<file path="config.mk">
export PLATFORM = sky130hd
export DESIGN_NAME = fifo_reader_flat
export DESIGN_NICKNAME = d
export VERILOG_FILES = /design/src/rtl/fifo_reader_if.sv /design/src/rtl/fifo_reader.sv /design/src/flat_wrapper.sv
export SDC_FILE = /design/constraint.sdc
export NUM_CORES = 1
export LEC_CHECK = 0
export ABC_AREA = 1
export CORE_ASPECT_RATIO = 2
export CORE_MARGIN = 3
export CORE_UTILIZATION = 51
export CTS_BUF_LIST = sky130_fd_sc_hd__clkbuf_16
export CTS_CLUSTER_DIAMETER = 50
export DETAILED_ROUTE_END_ITERATION = 12
export PLACE_DENSITY = 0.88
export SKIP_CTS_REPAIR_TIMING = 1
export SYNTH_ARGS = -nofsm -noshare
export SYNTH_HDL_FRONTEND = slang
export SYNTH_SLANG_ARGS = --single-unit
</file>
<file path="constraint.sdc">
create_clock -name clk -period 2.15 [get_ports clk]
set_input_delay 0.43 -clock clk [delete_from_list [all_inputs] [get_ports clk]]
set_output_delay 0.43 -clock clk [all_outputs]
set_load 0.02 [all_outputs]
</file>
<file path="src/rtl/fifo_reader_if.sv">
// Handshake bundle for fifo_reader: FIFO read port on one side, packed-word stream on the other.
// The master modport is the reader; the slave modport is the FIFO plus downstream sink.
interface fifo_reader_if #(
    parameter int unsigned DATA_W = 8,
    parameter int unsigned LANES  = 4
);
    logic                      fifo_empty;
    logic                      fifo_r_en;
    logic [DATA_W-1:0]         fifo_rdata;
    logic                      m_valid;
    logic [DATA_W*LANES-1:0]   m_data;
    logic [LANES-1:0]          m_keep;
    logic                      m_ready;

    modport master (
        input  fifo_empty, fifo_rdata, m_ready,
        output fifo_r_en, m_valid, m_data, m_keep
    );

    modport slave (
        output fifo_empty, fifo_rdata, m_ready,
        input  fifo_r_en, m_valid, m_data, m_keep
    );
endinterface

</file>
<file path="src/rtl/fifo_reader.sv">
// Pulls bytes from a FIFO read port and packs them LANES at a time into a one-slot output word.
// A partial word is flushed with a lane mask after TIMEOUT idle cycles.
module fifo_reader #(
    parameter int unsigned DATA_W  = 8,
    parameter int unsigned LANES   = 4,
    parameter int unsigned TIMEOUT = 16
) (
    input  logic          clk,
    input  logic          rst_n,
    fifo_reader_if.master bus_io
);
    localparam int unsigned CntW  = $clog2(LANES + 1);
    localparam int unsigned WordW = DATA_W * LANES;

    typedef enum logic [1:0] {StEmpty, StFill, StHold, StFlush} state_e;

    state_e           state_q, state_d;
    logic [CntW-1:0]  cnt_q, cnt_d;
    logic             rd_pend_q;
    logic [7:0]       idle_q, idle_d;
    logic [WordW-1:0] asm_q, asm_d;
    logic             m_valid_q, m_valid_d;
    logic [WordW-1:0] m_data_q, m_data_d;
    logic [LANES-1:0] m_keep_q, m_keep_d;
    logic             rd_en;
    logic             slot_free;

    // rd_en already includes ~fifo_empty, so it doubles as "read accepted this edge".
    assign rd_en = ~bus_io.fifo_empty
                 & ((32'(cnt_q) + 32'(rd_pend_q)) < LANES)
                 & (32'(idle_q) != TIMEOUT)
                 & rst_n;

    assign slot_free = ~m_valid_q | bus_io.m_ready;

    always_comb begin
        asm_d     = asm_q;
        cnt_d     = cnt_q;
        idle_d    = idle_q;
        m_valid_d = m_valid_q & ~bus_io.m_ready;
        m_data_d  = m_data_q;
        m_keep_d  = m_keep_q;

        if (rd_pend_q) begin
            asm_d[32'(cnt_q) * DATA_W +: DATA_W] = bus_io.fifo_rdata;
            cnt_d = cnt_q + 1'b1;
            if (32'(cnt_q) == LANES - 1 && slot_free) begin
                m_valid_d = 1'b1;
                m_data_d  = asm_d;
                m_keep_d  = '1;
                cnt_d     = '0;
            end
        end

        unique case (state_q)
            StHold: begin
                if (slot_free) begin
                    m_valid_d = 1'b1;
                    m_data_d  = asm_q;
                    m_keep_d  = '1;
                    cnt_d     = '0;
                end
            end
            StFlush: begin
                if (slot_free) begin
                    m_valid_d = 1'b1;
                    cnt_d     = '0;
                    for (int i = 0; i < int'(LANES); i++) begin
                        m_keep_d[i] = (i < int'(cnt_q));
                        m_data_d[i*DATA_W +: DATA_W] =
                            m_keep_d[i] ? asm_q[i*DATA_W +: DATA_W] : '0;
                    end
                end
            end
            default: ;
        endcase

        if (rd_en || rd_pend_q || cnt_q == '0 || (state_q == StFlush && slot_free)) begin
            idle_d = '0;
        end else if (32'(cnt_q) < LANES && 32'(idle_q) < TIMEOUT) begin
            idle_d = idle_q + 8'd1;
        end

        if (cnt_d == '0) begin
            state_d = StEmpty;
        end else if (32'(cnt_d) == LANES) begin
            state_d = StHold;
        end else if (32'(idle_d) == TIMEOUT) begin
            state_d = StFlush;
        end else begin
            state_d = StFill;
        end
    end

    always_ff @(posedge clk or negedge rst_n) begin
        if (!rst_n) begin
            state_q   <= StEmpty;
            cnt_q     <= '0;
            rd_pend_q <= 1'b0;
            idle_q    <= '0;
            asm_q     <= '0;
            m_valid_q <= 1'b0;
            m_data_q  <= '0;
            m_keep_q  <= '0;
        end else begin
            state_q   <= state_d;
            cnt_q     <= cnt_d;
            rd_pend_q <= rd_en;
            idle_q    <= idle_d;
            asm_q     <= asm_d;
            m_valid_q <= m_valid_d;
            m_data_q  <= m_data_d;
            m_keep_q  <= m_keep_d;
        end
    end

    assign bus_io.fifo_r_en = rd_en;
    assign bus_io.m_valid   = m_valid_q;
    assign bus_io.m_data    = m_data_q;
    assign bus_io.m_keep    = m_keep_q;
endmodule

</file>
<file path="src/flat_wrapper.sv">
// flat-port wrapper written by rule: the top's interface ports become plain ports
module fifo_reader_flat 
#(
    parameter int unsigned DATA_W  = 8,
    parameter int unsigned LANES   = 4,
    parameter int unsigned TIMEOUT = 16
)
  (clk, rst_n, bus_io_fifo_empty, bus_io_fifo_rdata, bus_io_m_ready, bus_io_fifo_r_en, bus_io_m_valid, bus_io_m_data, bus_io_m_keep);
  fifo_reader_if #(.DATA_W(DATA_W), .LANES(LANES)) bus_io_i ();
  input  logic clk;
  input  logic rst_n;
  input wire logic [$bits(bus_io_i.fifo_empty)-1:0] bus_io_fifo_empty;
  input wire logic [$bits(bus_io_i.fifo_rdata)-1:0] bus_io_fifo_rdata;
  input wire logic [$bits(bus_io_i.m_ready)-1:0] bus_io_m_ready;
  output wire logic [$bits(bus_io_i.fifo_r_en)-1:0] bus_io_fifo_r_en;
  output wire logic [$bits(bus_io_i.m_valid)-1:0] bus_io_m_valid;
  output wire logic [$bits(bus_io_i.m_data)-1:0] bus_io_m_data;
  output wire logic [$bits(bus_io_i.m_keep)-1:0] bus_io_m_keep;
  assign bus_io_i.fifo_empty = bus_io_fifo_empty;
  assign bus_io_i.fifo_rdata = bus_io_fifo_rdata;
  assign bus_io_i.m_ready = bus_io_m_ready;
  assign bus_io_fifo_r_en = bus_io_i.fifo_r_en;
  assign bus_io_m_valid = bus_io_i.m_valid;
  assign bus_io_m_data = bus_io_i.m_data;
  assign bus_io_m_keep = bus_io_i.m_keep;
  fifo_reader #(.DATA_W(DATA_W), .LANES(LANES), .TIMEOUT(TIMEOUT)) u_core (.clk(clk), .rst_n(rst_n), .bus_io(bus_io_i));
endmodule
</file>
==> out/qor.yml <==
yosys:
  synth_edf_count: 0
  ys_seq_area_frac: 0.489
  syn_inst: 529
  synth_area_leaders: "dfrtp_1 (49%), nand2_1 (9.7%), o21ai_0 (6.5%), inv_1 (5.1%), nor2_1 (4.8%)"
  synth_area_um2: 4250
  synthArstFlopShare: 1.00
  synth_top_area_frac: 0.489
  syn_nets: 549
  ys.flop_type: "dfrtp_1"
  yosys.area.top_type: "dfrtp_1"
  yosysWarnings: 0
  ys_types: 30
  synth_seq_cells: 83
  avgSynthCellArea_um2: 8.03
sta:
  finalSetupTns_ns: 0
  max_freq_mhz: 477
  post-route-period-util: 0.976
  slew_headroom: 0.626
  hold_viol: 0
  finalClockSkew_ns: 0.00682
  slew_violations: 0
  finalCriticalPeriod_ns: 2.10
  setup_viol: 0
  worst_pin_slew_ns: 0.560
detailed_routing:
  totalWireLength_um: 11800
  wl_per_cell_um: 17.0
  firstDrtPassIters: 5
  drtIter0Drc: 491
  drc: 0
  dr_total_vias: 4149
  routed_via_density: 5.97
  postRouteAntennaNets: 0
global_routing:
  grt_pass1_vias: 4249
  grt_pass1_wl_um: 19600
  antenna_found_initial: 0
  grt_util_met1: 0.276
  overflow: 0
  met2_usage: 0.467
  grt_max_degree: 46
  grt_use_total: 0.262
  global_route.usage.met3: 0.0514
  grt.busiest_layer: "met2"
power_and_ir_drop:
  leakagePower_nw: 2.44
  vdd_drop_max_v: 0.000898
  cellPowerDensity_nw_per_um2: 1490
die:
  ios: 50
  start_util: 0.531
  die-height_um: 135
  dieArea_um2: 9520
  die_w_um: 70.5
  row_count: 46
  core_um2: 8000
setup_path:
  r2r_slack_ns: 0.05
  reg2reg_from: "u_core.cnt_q[0]"
  cp_top_family: "adder cells"
  crit_slowest_cell: "dfrtp_1"
  r2r-end: "u_core.bus_io.m_data[27]"
  worstPathCellList: "inv_1 -> ha_1 -> ha_1 -> nand2_1 -> inv_1 -> nand2_1 -> o22ai_1 -> nor2_1 -> o32ai_1"
  cp-start-kind: "register"
  crit_type: "register to register"
  worstPathMaxFanout: 8
  crit_arrival_ns: 2.33
  cpPeakStageDelay_ns: 0.38
  worst_r2r_path_depth: 9
  worstSetupEndpointType: "register"
  required_ns: 2.39
  cp_num_buf_inv: 2
run:
  maxCapViolations: 0
clock_tree:
  clkTransAtPathRegs_ns: 0.06
  clockBufferDepth: 2
  numCtsBuffers: 9
  clkSinkCount: 83
  cts_tree: "done"
  htreeDepth: 3
  clock_latency_ns: 0.35
  cts_root_buf: "clkbuf_16"
min_path:
  hold_class: "input port to asynchronous set/reset pin"
placement:
  dpl_cell_area_um2: 4950
  io_buffer_count: 49
  post-dp-hpwl_um: 8360
  place.gp.congestion: 0.969
finish:
  drive_gt1_frac: 0.104
  multi_input_area_um2: 1840
  area_growth_pct: 23.2
  final_cell_mix: "nand2_1 (110), dfrtp_1 (83), inv_1 (57)"
  final_cell_area_um2: 5230
  fillCellCount: 643
  layout_commonest_cell: "nand2_1"
  n_antenna_cell: 0
  ff_latch_area_um2: 2080
  nets: 615
status:
  status: "completed"
[how the worst max path moves through the flow]
stage,start,endpoint,cells after the start
2_1_floorplan,u_core.cnt_q[0],u_core.bus_io.m_data[17],10
4_1_cts,u_core.idle_q[0],bus_io_fifo_r_en,8
3_5_place_dp,bus_io_fifo_empty,bus_io_fifo_r_en,7
5_1_grt,u_core.cnt_q[0],u_core.bus_io.m_data[2],11
3_3_place_gp,bus_io_fifo_empty,bus_io_fifo_r_en,7
6_report,u_core.cnt_q[0],u_core.bus_io.m_data[27],9
[worst reg2reg max path, stage by stage, from the launching register on]
cell	delay [ns]
dfrtp_1	0.38
inv_1	0.11
ha_1	0.22
ha_1	0.35
nand2_1	0.10
inv_1	0.08
nand2_1	0.24
o22ai_1	0.28
nor2_1	0.08
o32ai_1	0.15
[flip-flops by register name, summed over array words and instances, names as in the netlist]
name and flops:
u_core.bus_io.m_keep 4, u_core.rd_pend_q 1, u_core.bus_io.m_data 32, u_core.state_q 2, u_core.cnt_q 3, u_core.bus_io.m_valid 1, u_core.idle_q 8, u_core.asm_q 32
[synth_stat cells, types with 3 or more instances]
| cell type | instances |
|---|---|
| nand2_1 | 110 |
| dfrtp_1 | 83 |
| inv_1 | 58 |
| o21ai_0 | 55 |
| nor2_1 | 54 |
| nand3_1 | 28 |
| o21ai_1 | 23 |
| o22ai_1 | 23 |
| a21oi_1 | 20 |
| clkbuf_1 | 9 |
| a22oi_1 | 8 |
| ha_1 | 8 |
| a21oi_2 | 7 |
| buf_2 | 7 |
| nand4_1 | 6 |
| mux2i_1 | 5 |
| o211ai_1 | 4 |
| buf_1 | 3 |
[cells by family after synthesis]
logic type      Yosys count  share of synthesized area
xor+xnor                  2                    0.00413
fa+ha+maj                 8                     0.0236
mux                       5                     0.0118
compound gates          142                      0.189
buf+inv                  83                     0.0808
simple gates            206                      0.202
flops                    83                      0.489
[routing by layer]
metal,wire [um],vias up
li1,-,1891
met5,0,-
met3,762,60
met4,627,0
met1,4100,1966
met2,6340,232
[per-stage QoR]
step | hold WS, ns | setup WS [ns] | power (mW) | utilization | instances
6_report | 0.183 | 0.0525 | 7.79 | 0.654 | 695
5_1_grt | 0.236 | -0.0231 | 8.30 | 0.654 | 695
4_1_cts | 0.211 | -0.288 | 7.71 | 0.651 | 693
3_5_place_dp | 0.498 | -0.124 | 6.29 | 0.619 | 678
3_3_place_gp | 0.483 | -0.107 | 6.11 | 0.619 | 678
2_1_floorplan | 0.134 | 0.101 | 4.81 | - | 529
[cell type report]
class	count	share of cell area
Sequential cell	83	0.397
Multi-Input combinational cell	363	0.351
Timing Repair Buffer	78	0.136
Clock buffer	9	0.0431
Inverter	60	0.0431
Tap cell	96	0.0230
Clock inverter	6	0.00646
[where the power goes]
group / total [mW] / switching, mW / internal, mW
Clock: 1.37 / 0.607 / 0.764
Combinational: 3.86 / 2.31 / 1.55
Sequential: 2.55 / 0.400 / 2.15
Total: 7.79 / 3.32 / 4.47
Power figures use the tool's default switching activity.
